**src/rtl/pci_phy_pkg.sv**
```systemverilog
// Shared constants and types for the PCI physical-layer serial link.
// Both the transmitter and the receive deserializer use the same comma symbol.
package pci_phy_pkg;

  localparam logic [7:0]  COMMA_BC     = 8'hBC;
  localparam int unsigned BC_COUNT_DEF = 4;

  typedef enum logic [1:0] {
    SEARCH = 2'd0,
    ALIGN  = 2'd1,
    ACTIVE = 2'd2
  } link_state_e;

endpackage

```
**src/rtl/serial_paralelo_comma_detect.sv**
```systemverilog
// Combinational idle-comma compare.
// Kept separate so a later 8b lane checker can reuse it.
module serial_paralelo_comma_detect
  import pci_phy_pkg::*;
(
  input  logic [7:0] word,
  output logic       is_comma
);

  assign is_comma = (word == COMMA_BC);

endmodule

```
**src/rtl/serial_paralelo.sv**
```systemverilog
// Receive-side deserializer: finds byte alignment on the 0xBC comma,
// qualifies the link after BC_COUNT aligned commas, then emits payload bytes.
module serial_paralelo
  import pci_phy_pkg::*;
#(
  parameter int unsigned BC_COUNT = BC_COUNT_DEF  // legal range 1..15
) (
  input  logic       clk_32f,
  input  logic       reset,
  input  logic       data_in,
  output logic [7:0] data_serial_paralelo,
  output logic       valid_out,
  output logic       active
);

  localparam logic [3:0] BC_TARGET = 4'(BC_COUNT);

  // Only the 7 most recent bits are needed: the 8th comes straight from data_in.
  logic [6:0]  sr;
  logic [7:0]  word;
  logic        is_comma;
  logic        boundary;

  link_state_e state, state_nx;
  logic [2:0]  bit_cnt, bit_cnt_nx;
  logic [3:0]  bc_cnt, bc_cnt_nx;
  logic [7:0]  data_nx;
  logic        valid_nx;

  assign word     = {sr, data_in};
  assign boundary = (bit_cnt == 3'd7);
  assign active   = (state == ACTIVE);

  serial_paralelo_comma_detect u_comma_detect (
    .word     (word),
    .is_comma (is_comma)
  );

  always_comb begin
    // NOTE: every output of this block gets a default first, so no path
    // leaves a signal unassigned and no latch is inferred.
    state_nx   = state;
    bit_cnt_nx = bit_cnt;
    bc_cnt_nx  = bc_cnt;
    data_nx    = data_serial_paralelo;
    valid_nx   = valid_out;

    unique case (state)
      SEARCH: begin
        if (is_comma) begin
          bit_cnt_nx = 3'd0;
          bc_cnt_nx  = 4'd1;
          state_nx   = (BC_TARGET == 4'd1) ? ACTIVE : ALIGN;
        end
      end

      ALIGN: begin
        bit_cnt_nx = bit_cnt + 3'd1;
        if (boundary) begin
          if (is_comma) begin
            bc_cnt_nx = bc_cnt + 4'd1;
            if (bc_cnt + 4'd1 == BC_TARGET) state_nx = ACTIVE;
          end else begin
            bc_cnt_nx = 4'd0;
            state_nx  = SEARCH;
          end
        end
      end

      ACTIVE: begin
        // Sticky: alignment is never re-checked once qualified.
        bit_cnt_nx = bit_cnt + 3'd1;
        if (boundary) begin
          if (is_comma) begin
            valid_nx = 1'b0;
          end else begin
            data_nx  = word;
            valid_nx = 1'b1;
          end
        end
      end

      default: state_nx = SEARCH;
    endcase
  end

  always_ff @(posedge clk_32f or negedge reset) begin
    if (!reset) begin
      sr                   <= '0;
      state                <= SEARCH;
      bit_cnt              <= '0;
      bc_cnt               <= '0;
      data_serial_paralelo <= '0;
      valid_out            <= 1'b0;
    end else begin
      // NOTE: non-blocking assignments so every register samples the
      // pre-edge values, independent of statement order.
      sr                   <= word[6:0];
      state                <= state_nx;
      bit_cnt              <= bit_cnt_nx;
      bc_cnt               <= bc_cnt_nx;
      data_serial_paralelo <= data_nx;
      valid_out            <= valid_nx;
    end
  end

endmodule

```
**config.mk**
```make
export PLATFORM = sky130hd
export DESIGN_NAME = serial_paralelo
export DESIGN_NICKNAME = d
export VERILOG_FILES = /design/src/rtl/pci_phy_pkg.sv /design/src/rtl/serial_paralelo_comma_detect.sv /design/src/rtl/serial_paralelo.sv
export SDC_FILE = /design/constraint.sdc
export NUM_CORES = 1
export LEC_CHECK = 0
export ABC_AREA = 0
export ABC_CLOCK_PERIOD_IN_PS = 1600
export BUFFER_PORTS_ARGS = -buffer_cell sky130_fd_sc_hd__clkbuf_2
export CAP_MARGIN = 20
export CORE_MARGIN = 4
export CORE_UTILIZATION = 40
export DETAILED_ROUTE_END_ITERATION = 6
export SLEW_MARGIN = 25
export SYNTH_ARGS = -nofsm -noshare
export SYNTH_HDL_FRONTEND = slang
export SYNTH_SLANG_ARGS = --single-unit
```
**constraint.sdc**
```tcl
create_clock -name clk_32f -period 1.6 [get_ports clk_32f]
set_clock_uncertainty 0.1 [all_clocks]
set_input_delay 0.32 -clock clk_32f [delete_from_list [all_inputs] [get_ports clk_32f]]
set_output_delay 0.32 -clock clk_32f [all_outputs]
set_load 0.1 [all_outputs]
```
# Yosys cells after proc, flatten, opt, wreduce, memory -nomap -nowiden

Index checks and enable logic that the tools add are counted.

Register bits after elaboration: 25
Input bits: 3
Word-level logic and storage cells: 39
Output and inout port bits: 10

Eq/ne operators: 8
Bitwise logic cells: 2
Reduce and logical (&&, ||, !) cells: 9
Add/subtract/negate cells: 2
Multiplexer cells: 12

Operators by type and width:

| operator                                             | number |
|---|---|
| 2-to-1 mux 4 bit                                     | 3 |
| equality test 8 bit (second input constant)          | 1 |
| 2-to-1 mux 2 bit                                     | 4 |
| one-hot mux 4 bit (2 select lines)                   | 1 |
| one-hot mux 2 bit (3 select lines)                   | 1 |
| one-hot mux 3 bit (2 select lines)                   | 1 |
| AND reduction 3 bit                                  | 2 |
| adder 4 x 1 -> 4 bit (second input constant)         | 1 |
| equality test 4 x 3 -> 1 bit (second input constant) | 1 |
| != test 2 bit (second input constant)                | 2 |
| AND reduction 2 bit                                  | 2 |
| AND reduction 4 bit                                  | 1 |
| nonzero test 2 bit                                   | 2 |
| adder 3 x 1 -> 3 bit (second input constant)         | 1 |
| equality test 3 bit (second input constant)          | 1 |
| 2-to-1 mux 3 bit                                     | 1 |
| != test 3 bit (second input constant)                | 1 |
| equality test 2 x 1 -> 1 bit (second input constant) | 1 |
| equality test 2 bit (second input constant)          | 1 |
| logical NOT 2 bit                                    | 1 |
| NOT 1 bit                                            | 2 |
| OR reduction 2 bit                                   | 1 |
| 2-to-1 mux 1 bit                                     | 1 |

# Logic depth before layout (Yosys ltp)

Gate-level depths: netlist of run 1.

Depth after elaboration: 6
Mapped depth: 6
Mapped depth without buffers: 6

# By module

Synthesis of run 1 repeated with hierarchy kept, for this count alone.

Cell total of the unflattened synthesis: 104
Area total of the unflattened synthesis: 1221.2 sq um

Modules (own cells, without submodules):

| module                       | area an instance (sq um) | seq. area each (sq um) | cells each | instances |
|---|---|---|---|---|
| serial_paralelo              | 1196.1                   | 625.6                  | 101        | 1 |
| serial_paralelo_comma_detect | 25.0                     | 0.0                    | 3          | 1 |

# Worst setup path after synthesis of run 1

OpenSTA, ideal clock, no wires.

Path type: flip-flop to flip-flop
Start point: reg state[0]
End point: reg data_serial_paralelo[4]
Library setup time: 0.125 ns
Buffers on the path: 0
Period minus slack after synthesis: 2.421 ns
Arrival: 2.196 ns
Cell stages (with the launch flop): 6
Slack: -0.821 ns
Required time: 1.375 ns
Path through: dfrtp_1 > inv_1 > ha_1 > nand2_1 > nor2_4 > mux2_2

Cells in the longest elaborated chain, start to end: 2

RTL lines:

| element                       | RTL line               | source |
|---|---|---|
| from (decl)                   | serial_paralelo.sv:24  | `link_state_e state, state_nx;` |
| from (signal assigned)        | serial_paralelo.sv:99  | `state <= state_nx;` |
| equality test 2 bit           | n/a                    |  |
| net active                    | serial_paralelo.sv:13  | `output logic active` |
| AND reduction 3 bit (no line) | n/a                    |  |
| to (signal assigned)          | serial_paralelo.sv:102 | `data_serial_paralelo <= data_nx;` |
| to (decl)                     | serial_paralelo.sv:11  | `output logic [7:0] data_serial_paralelo,` |

The timed path passes the listed nets, and every way through them passes these cells.
A chain may end at the register's enable or synchronous reset.

# Worst setup path in the final report of run 1

Start point: reg state[1]
End point: out active

Cells in the longest elaborated chain, start to end: 1

RTL lines:

| element             | RTL line              | source |
|---|---|---|
| equality test 2 bit | serial_paralelo.sv:32 | `assign active = (state == ACTIVE);` |
| to (decl)           | serial_paralelo.sv:13 |  |

No other way between the ends.

==> run_results.csv, run 1 <==
group,metric,value,unit
outcome,outcome,"complete, but fails checks",
outcome,violations,"setup timing",
timing,setup_ws,-44.29,ps
setup_path,endpoint,"active",
die,die_x,63.76,µm
finish,areaGrowthSynthToFinish,38.03,%
setup_path,path_buf_inv,2,
route,via_per_inst,5.370,
clock_tree,cts-root-buf,"clkbuf_4",
setup_path,crit_type,"reg2out",
clock_tree,clock_latency,310,ps
setup_path,reg2reg_slack,-10,ps
grt,gr-total-overflow,0,
setup_path,worst_ep_arrival_time,1220,ps
setup_path,critPathCaptureType,"output pin",
clock_tree,cts-htree-levels,1,
die,start_util,0.4360,
timing,relSlewSlack,0.5905,
pwr,power,1.219,mW
pwr,vdd_drop_max,0.0006577,V
pwr,power.density,710.4,mW/mm²
finish,nFillCells,235,
setup_path,r2r_end,"data_serial_paralelo[2]",
finish,drive_above_1_share,0.4859,
clock_tree,clk_pin_slew,140,ps
setup_path,worst_setup_path_start_kind,"flip-flop",
synth,synthDistinctLibCells,36,
pwr,switchingPower,0.3373,mW
pwr,swShare,0.2766,
setup_path,critPathSlowestCell,"dfrtp_2",
synth,ys.flop_type,"dfrtp_1",
die,io_pins,13,
pwr,leakage,0.8233,nW
pwr,power_frac_comb,0.190,
synth,synth_top_area_frac,0.5030,
pwr,seqPwrFrac,0.581,
timing,min_period,1644,ps
die,fp.dieH,63.76,µm
synth,ys_seq_area_frac,0.5030,
route,ant_nets,0,
synth,async_flop_share,1.000,
synth,synth_nets,111,
setup_path,worst-path-max-fanout,4,
placed_design,dp_hpwl,1849,µm
route,finalWirelength,2635,µm
setup_path,worstPathRequired,1180,ps
finish,antenna_cells,0,
synth,synth.largest_area_cell,"dfrtp_1",
synth,synth_area_per_cell,12.44,µm²
placed_design,placed_area,0.001546,mm²
finish,finish.instance_area,0.001717,mm²
placed_design,place_congestion,0.7456,
timing,slew_viol_final,0,
pwr,clockPowerShare,0.228,
synth,ys_ff_latch,25,
route,via_count,929,
route,firstDrtPassIters,4,
grt,first_global_vias,980,
synth,synthTopCellsByArea,"dfrtp_1 50%, ha_1 8.0%, mux2_2 4.5%",
setup_path,critical-path-top-delay-family,"flip-flops",
clock_tree,cts_buffers,3,
grt,grt_max_degree,26,
route,detail_route.iter0.violations,42,
grt,track_usage,0.1383,
clock_tree,clockBufferDepth,2,
pwr,p_int,0.8821,mW
finish,layout.nets,154,
timing,setup_viol,4,
route,wl_per_cell,15.23,µm
setup_path,path_depth,3,
clock_tree,cts_tree,"yes",
timing,rsz0062_at_grt,"true",
timing,finalHoldWorstSlack,135.9,ps
synth,synth_area,0.001244,mm²
route,drcViolationCount,0,
synth,synth_edf_count,0,
timing,setup-tns-final,-54.63,ps
setup_path,cp_cell_sequence,"ha_4 -> buf_6 -> buf_12",
setup_path,ff2ff_path_depth,5,
grt,grt_pass1_wl,4533,µm
timing,max_freq,608.2,MHz
die,coreArea,0.002853,mm²
timing,hold_violations,0,
finish,fin_util,0.6018,
die,die-area,0.004065,mm²
setup_path,cp-startpoint,"state[1]",
finish,mostFrequentLayoutCells,"32 x buf_4, 24 x dfrtp_1, 7 x inv_1",
synth,synth_cells,100,
hold_path,hold_path.class,"in2reg",
setup_path,cpPeakStageDelay,470,ps
timing,tightest_slew,614.2,ps
grt,antenna_found_initial,0,
die,rows,19,
clock_tree,cts_sinks,25,
finish,final_common_cell,"buf_4",
run,cap_viol_max_count,0,
synth,yosys_warnings,0,
timing,finalCritPeriodShare,1.028,
placed_design,port_buffers,12,
setup_path,reg2reg_from,"sr[2]",
-- Yosys cell counts, drive strengths merged, types with 2 or more instances --
master   number
nand2         5
mux2i         2
nand4b        2
o21ai         3
dfrtp        25
a22o          4
o31ai         2
nor2          3
mux2          7
nand3         4
inv           9
a21o          2
nand4bb       2
a21oi         5
ha            8
nor2b         2
-- cell families (layout without fill, tap and decap cells) --
kind of cell    count (synthesis)  in the layout  synth area share
flops                          25             25            0.5030
compound gates                 24             24            0.1408
simple gates                   24             24            0.1660
buf+inv                        10             52           0.03018
mux                             9              9           0.07947
fa+ha+maj                       8              8           0.08049
-- registers in the layout, indices dropped and copies added (netlist names) --
signal / count
bit_cnt: 3
bc_cnt: 4
sr: 7
data_serial_paralelo: 8
state: 2
valid_out: 1
-- layer usage --
layer	vias up	wire length [µm]	global-route usage
met4	0	20	0.02426
met2	15	1303	0.2347
met3	2	84	0.03327
met5	-	0	0
met1	465	1228	0.1823
li1	447	-	-
-- stage by stage --
step           std cells  setup WS, ps
6_report             173        -44.29
5_1_grt              173        -91.75
4_1_cts              171        -50.69
3_5_place_dp         162        -33.35
3_3_place_gp         162         9.333
2_1_floorplan        100        -111.9
-- layout make-up --
type / instances / area [µm²] / area share
clock buffers: 3 / 22.52 / 0.01312
clock inverters: 1 / 5.005 / 0.002915
inverters: 9 / 36.28 / 0.02114
multi-input cells: 65 / 673.1 / 0.3921
flip-flops and latches: 25 / 626.9 / 0.3652
well taps: 31 / 38.79 / 0.02259
repair buffers: 39 / 314.1 / 0.1829
-- power by group through the flow --
| stage | logic, mW | clock network, mW | registers, mW |
|---|---|---|---|
| 2_1_floorplan | 0.0975 | 0 | 0.719 |
| 3_3_place_gp | 0.176 | 0 | 0.713 |
| 3_5_place_dp | 0.180 | 0 | 0.717 |
| 4_1_cts | 0.197 | 0.286 | 0.703 |
| 5_1_grt | 0.257 | 0.312 | 0.718 |
| 6_report | 0.232 | 0.278 | 0.709 |
-- worst reg2reg max path: cells and delay by family, from the launching register on --
kind | cells | cell delay (ps)
DFF | 1 | 470
buffers and inverters | 1 | 160
and+or+nand+nor | 3 | 410
muxes | 1 | 360
-- timing repair --
action                                  4_1_cts  5_1_grt
endpoints found under the setup margin       12       16
hold buffers                                  1        0
resized for setup                             6       16
setup buffers                                 4        2
endpoints found under the hold margin        25        0
pin swaps                                     3        7
-- how the worst min path moves through the flow --
stage	startpoint	end	slack, ps	depth (start not counted)
after CTS	data_in	sr[0]	130	2
after global placement	reset	data_serial_paralelo[5]	250	1
final	data_in	sr[0]	140	2
after global routing	data_in	sr[0]	130	2
after detailed placement	reset	data_serial_paralelo[5]	260	1
after floorplan	reset	bc_cnt[0]	-80	0
Power figures use the tool's default switching activity.
==> run 2: changes to the inputs <==
ABC_CLOCK_PERIOD_IN_PS = 1700   (was 1600)
clock period = 1.7 ns   (was 1.6 ns; I/O delays follow)
==> run 2 against run 1 <==
The run now ends clean; sequential power is 5.2% lower; sequential cell count stayed put; hold slack better by 3.2 ps; global-route usage is 1.2 points lower; combinational power is 24% lower; via count is 2.6% lower; critical path depth is 2 higher; cell count is 4.0% lower; non-clock buffer count is 7 lower; first-iteration DRC count is 4.8% lower; utilization is 3.6 points lower.
==> run_results.csv, run 2 (same netlist as run 1, synthesis figures left out) <==
group,metric,value,unit
outcome,outcome,"finished clean",
setup_path,critPathSlowestCell,"dfrtp_1",
finish,layout.nets,147,
die,start_util,0.4360,
setup_path,path_depth,5,
finish,antenna_cells,0,
clock_tree,cts-htree-levels,1,
pwr,power_frac_comb,0.159,
placed_design,dp_hpwl,1747,µm
clock_tree,clockBufferDepth,2,
hold_path,hold_path.class,"in2reg",
route,wl_per_cell,15.16,µm
pwr,seqPwrFrac,0.606,
route,drcViolationCount,0,
timing,tightest_slew,599.4,ps
timing,setup_viol,0,
timing,min_period,1698,ps
route,firstDrtPassIters,4,
placed_design,port_buffers,12,
pwr,power,1.109,mW
timing,max_freq,588.9,MHz
clock_tree,cts-root-buf,"clkbuf_4",
grt,gr-total-overflow,0,
grt,track_usage,0.1263,
route,via_per_inst,5.452,
finish,areaGrowthSynthToFinish,29.88,%
timing,hold_violations,0,
setup_path,crit_type,"reg2reg",
pwr,leakage,0.7711,nW
grt,first_global_vias,888,
pwr,switchingPower,0.3096,mW
die,fp.dieH,63.76,µm
grt,antenna_found_initial,0,
route,finalWirelength,2517,µm
clock_tree,cts_tree,"yes",
die,io_pins,13,
grt,grt_pass1_wl,4077,µm
finish,largest_reg_flops,8,
finish,mostFrequentLayoutCells,"24 x dfrtp_1, 17 x buf_4, 11 x clkbuf_2, 7 x inv_1",
pwr,swShare,0.2791,
run,cap_viol_max_count,0,
setup_path,critical-path-top-delay-family,"flip-flops",
hold_path,hold_depth,2,
setup_path,cp_cell_sequence,"ha_2 -> ha_4 -> nand2_4 -> nor2_4 -> mux2_2",
clock_tree,cts_buffers,3,
setup_path,worst_ep_arrival_time,1820,ps
die,die-area,0.004065,mm²
die,die_x,63.76,µm
clock_tree,clk_pin_slew,130,ps
setup_path,worst-path-max-fanout,7,
setup_path,worstPathRequired,1820,ps
route,ant_nets,0,
setup_path,critPathCaptureType,"flip-flop",
setup_path,cpPeakStageDelay,400,ps
route,detail_route.iter0.violations,40,
pwr,vdd_drop_max,0.0006306,V
die,coreArea,0.002853,mm²
pwr,p_int,0.7995,mW
finish,reg.largest.list,"data_serial_paralelo x8, sr x7, bc_cnt x4",
clock_tree,cts_sinks,25,
timing,relSlewSlack,0.6004,
die,rows,19,
pwr,clockPowerShare,0.235,
timing,rsz0062_at_grt,"true",
placed_design,preCtsSetupSlack,-56.36,ps
finish,final_common_cell,"dfrtp_1",
timing,slew_viol_final,0,
timing,finalCritPeriodShare,0.9989,
placed_design,place_congestion,0.8369,
setup_path,worst_setup_path_start_kind,"flip-flop",
finish,drive_above_1_share,0.4519,
clock_tree,clock_latency,320,ps
setup_path,reg2reg_slack,2,ps
route,via_count,905,
grt,grt_max_degree,26,
pwr,power.density,686.6,mW/mm²
setup_path,path_buf_inv,0,
timing,setup_ws,1.954,ps
finish,top_register,"data_serial_paralelo",
setup_path,ff2ff_path_depth,5,
run 2: changes by cell type in the layout (fill, tap and decap cells not counted):
cell | before | now
inv_2 | 1 | 2
ha_4 | 3 | 2
buf_4 | 32 | 17
ha_1 | 2 | 3
o21ai_2 | 0 | 1
buf_6 | 3 | 2
clkbuf_2 | 2 | 11
inv_4 | 1 | 0
o21ai_4 | 1 | 0
run 2: area by class of cell:
class | count | area (µm²)
Timing Repair Buffer | 32 | 235.2
Tap cell | 31 | 38.79
Multi-Input combinational cell | 65 | 653.1
Sequential cell | 25 | 626.9
Clock buffer | 3 | 22.52
Fill cell | 245 | 1237
Inverter | 9 | 33.78
Clock inverter | 1 | 5.005
run 2: worst paths after layout:
kind                             from                 endpoint
min in group asynchronous       reset  data_serial_paralelo[5]
min                           data_in                    sr[0]
max reg2reg                bit_cnt[1]  data_serial_paralelo[6]
max in group asynchronous       reset                 state[1]
min reg2reg                     sr[0]                    sr[1]
max                        bit_cnt[1]  data_serial_paralelo[6]
run 2: power groups by stage:
stage / Clock [mW] / Sequential, mW / Combinational [mW]
2_1_floorplan: 0 / 0.677 / 0.0917
3_3_place_gp: 0 / 0.673 / 0.144
3_5_place_dp: 0 / 0.678 / 0.152
4_1_cts: 0.276 / 0.666 / 0.162
5_1_grt: 0.299 / 0.678 / 0.197
6_report: 0.260 / 0.672 / 0.177
run 2: metrics by stage:
stage                     std cells  setup TNS, ps  area [µm²]  hold WS (ps)  utilization
final                           166              0        1615         139.1       0.5662
after floorplan                 100         -47.40        1264        -55.59            -
after global placement          152              0        1449         271.4       0.5079
after global routing            166         -359.2        1615         133.5       0.5662
after CTS                       160              0        1511         127.9       0.5298
after detailed placement        152         -252.9        1449         286.2       0.5079
run 2: timing repair:
action	in CTS	in global routing
hold buffers	1	0
endpoints found under the hold margin	25	0
setup buffers	3	6
pin swaps	1	5
cloned	0	0
endpoints found under the setup margin	9	14
gates resized for setup	1	16
run 2: metal layers:
layer	wire length, µm	part of all wire	up-vias	GRT usage
met1	1165	0.46	442	0.1575
met5	0	0	-	0
li1	-	-	438	-
met2	1236	0.49	23	0.2177
met3	97	0.039	2	0.03327
met4	18	0.0072	0	0.03235
==> run 3: changes to the inputs <==
ABC_CLOCK_PERIOD_IN_PS = 2200   (was 1700)
CTS_BUF_LIST = sky130_fd_sc_hd__clkbuf_8   (was default)
clock period = 2.2 ns   (was 1.7 ns; I/O delays follow)
==> run 3 against run 2 <==
First-iteration DRC count decreased by 2.5%; sequential power down 24%; die area unchanged; count of clock-buffer cells in the layout unchanged; sequential cell count unchanged; setup slack better by 160 ps; utilization decreased by 7.9 points; total power shrank 20%; clock power is 7% higher; sequential share of layout area grew 6.2 points; wire length shrank 17%; largest power group unchanged.
==> run_results.csv, run 3 (same netlist as run 1, synthesis figures left out) <==
group,metric,value,unit
outcome,outcome,"finished clean",
die,die_x,63.76,µm
die,coreArea,0.002853,mm²
setup_path,reg2reg_from,"bc_cnt[0]",
route,wl_per_cell,14.25,µm
finish,top_register,"data_serial_paralelo",
setup_path,cp-startpoint,"state[0]",
clock_tree,cts_resized,0,
setup_path,cp_cell_sequence,"inv_1 -> ha_2 -> clkbuf_2",
setup_path,critPathCaptureType,"output pin",
setup_path,worst-path-max-fanout,4,
finish,layout.nets,127,
clock_tree,clockBufferDepth,2,
clock_tree,cts_sinks,25,
finish,largest_reg_flops,8,
route,ant_nets,0,
placed_design,place_congestion,0.8092,
finish,finish.instance_area,0.001391,mm²
timing,rsz0062_at_grt,"false",
clock_tree,cts_setup_buffers,0,
die,start_util,0.4360,
clock_tree,cts_hold_buf,0,
pwr,power.density,640.7,mW/mm²
finish,drive_above_1_share,0.2609,
timing,finalCritPeriodShare,0.9262,
grt,gr-total-overflow,0,
pwr,leakage,0.6426,nW
placed_design,dp_hpwl,1576,µm
route,via_per_inst,5.596,
timing,setup-tns-final,0,ps
setup_path,path_buf_inv,2,
die,fp.dieH,63.76,µm
placed_design,post-place-cells,142,
route,drcViolationCount,0,
finish,antenna_cells,0,
timing,hold_violations,0,
timing,tightest_slew,616.5,ps
die,die-area,0.004065,mm²
setup_path,critical-path-top-delay-family,"buffers and inverters",
hold_path,hold_path.class,"in2async",
grt,first_global_vias,805,
clock_tree,cts-root-buf,"clkbuf_8",
route,via_count,817,
placed_design,port_buffers,12,
setup_path,worstPathRequired,1660,ps
finish,final_common_cell,"dfrtp_1",
timing,max_freq,490.7,MHz
grt,antenna_found_initial,0,
clock_tree,cts_tree,"yes",
route,finalWirelength,2080,µm
timing,min_period,2038,ps
finish,areaGrowthSynthToFinish,11.87,%
clock_tree,cts-htree-levels,1,
setup_path,cpPeakStageDelay,460,ps
timing,relSlewSlack,0.5890,
die,rows,19,
clock_tree,clock_latency,270,ps
grt,grt_pass1_wl,3629,µm
route,firstDrtPassIters,4,
setup_path,crit_type,"reg2out",
finish,stdcell_count,146,
setup_path,worst_ep_arrival_time,1500,ps
finish,mostFrequentLayoutCells,"25 x dfrtp_1, 12 x clkbuf_2, 9 x inv_1, 7 x ha_1",
timing,slew_viol_final,0,
clock_tree,clk_pin_slew,90,ps
timing,setup_viol,0,
setup_path,critPathSlowestCell,"clkbuf_2",
pwr,vdd_drop_max,0.0002987,V
clock_tree,cts_buffers,3,
grt,track_usage,0.1096,
timing,finalHoldWorstSlack,67.22,ps
finish,reg.largest.list,"data_serial_paralelo x8, sr x7, bc_cnt x4",
placed_design,placed_area,0.001341,mm²
die,io_pins,13,
run,cap_viol_max_count,0,
route,detail_route.iter0.violations,39,
grt,grt_max_degree,26,
setup_path,worst_setup_path_start_kind,"flip-flop",
[run 3: layout make-up]
class | instances | area (µm²)
fillers | 262 | 1461
flip-flops and latches | 25 | 625.6
multi-input cells | 65 | 583.1
repair buffers | 12 | 60.06
clock buffers | 3 | 41.29
well taps | 31 | 38.79
inverters | 9 | 33.78
clock inverters | 1 | 8.758
[run 3: path summary, 6_finish.rpt]
check	to	slack (ps)	cells past startpoint
worst max-delay path	active	160	3
worst min-delay path	data_serial_paralelo[3]	70	1
worst max register to register	state[0]	340	5
worst min register to register	sr[1]	340	0
max in group asynchronous	bc_cnt[1]	1530	1
min in group clk_32f	sr[0]	220	1
[run 3: metal layers]
metal | global-route usage | vias up | share of wire
li1 | - | 401 | -
met1 | 0.1523 | 399 | 0.53
met2 | 0.1747 | 13 | 0.43
met3 | 0.02102 | 4 | 0.028
met4 | 0.03235 | 0 | 0.011
met5 | 0 | - | 0
[run 3: through the flow]
step                power [mW]  setup WS, ps  utilization
global placement        0.6196         435.1       0.4702
finish                  0.8915         162.3       0.4877
CTS                     0.9117         144.8       0.4877
floorplan               0.5922         156.1            -
global route            0.9455         93.98       0.4877
detailed placement      0.6251         390.9       0.4702
[run 3: where the power goes]
group | internal, mW | total, mW | switching [mW] | leakage (nW)
Clock | 0.132 | 0.277 | 0.144 | 0.0261
Combinational | 0.0399 | 0.103 | 0.0634 | 0.303
Sequential | 0.489 | 0.511 | 0.0229 | 0.314
Total | 0.661 | 0.891 | 0.231 | 0.643
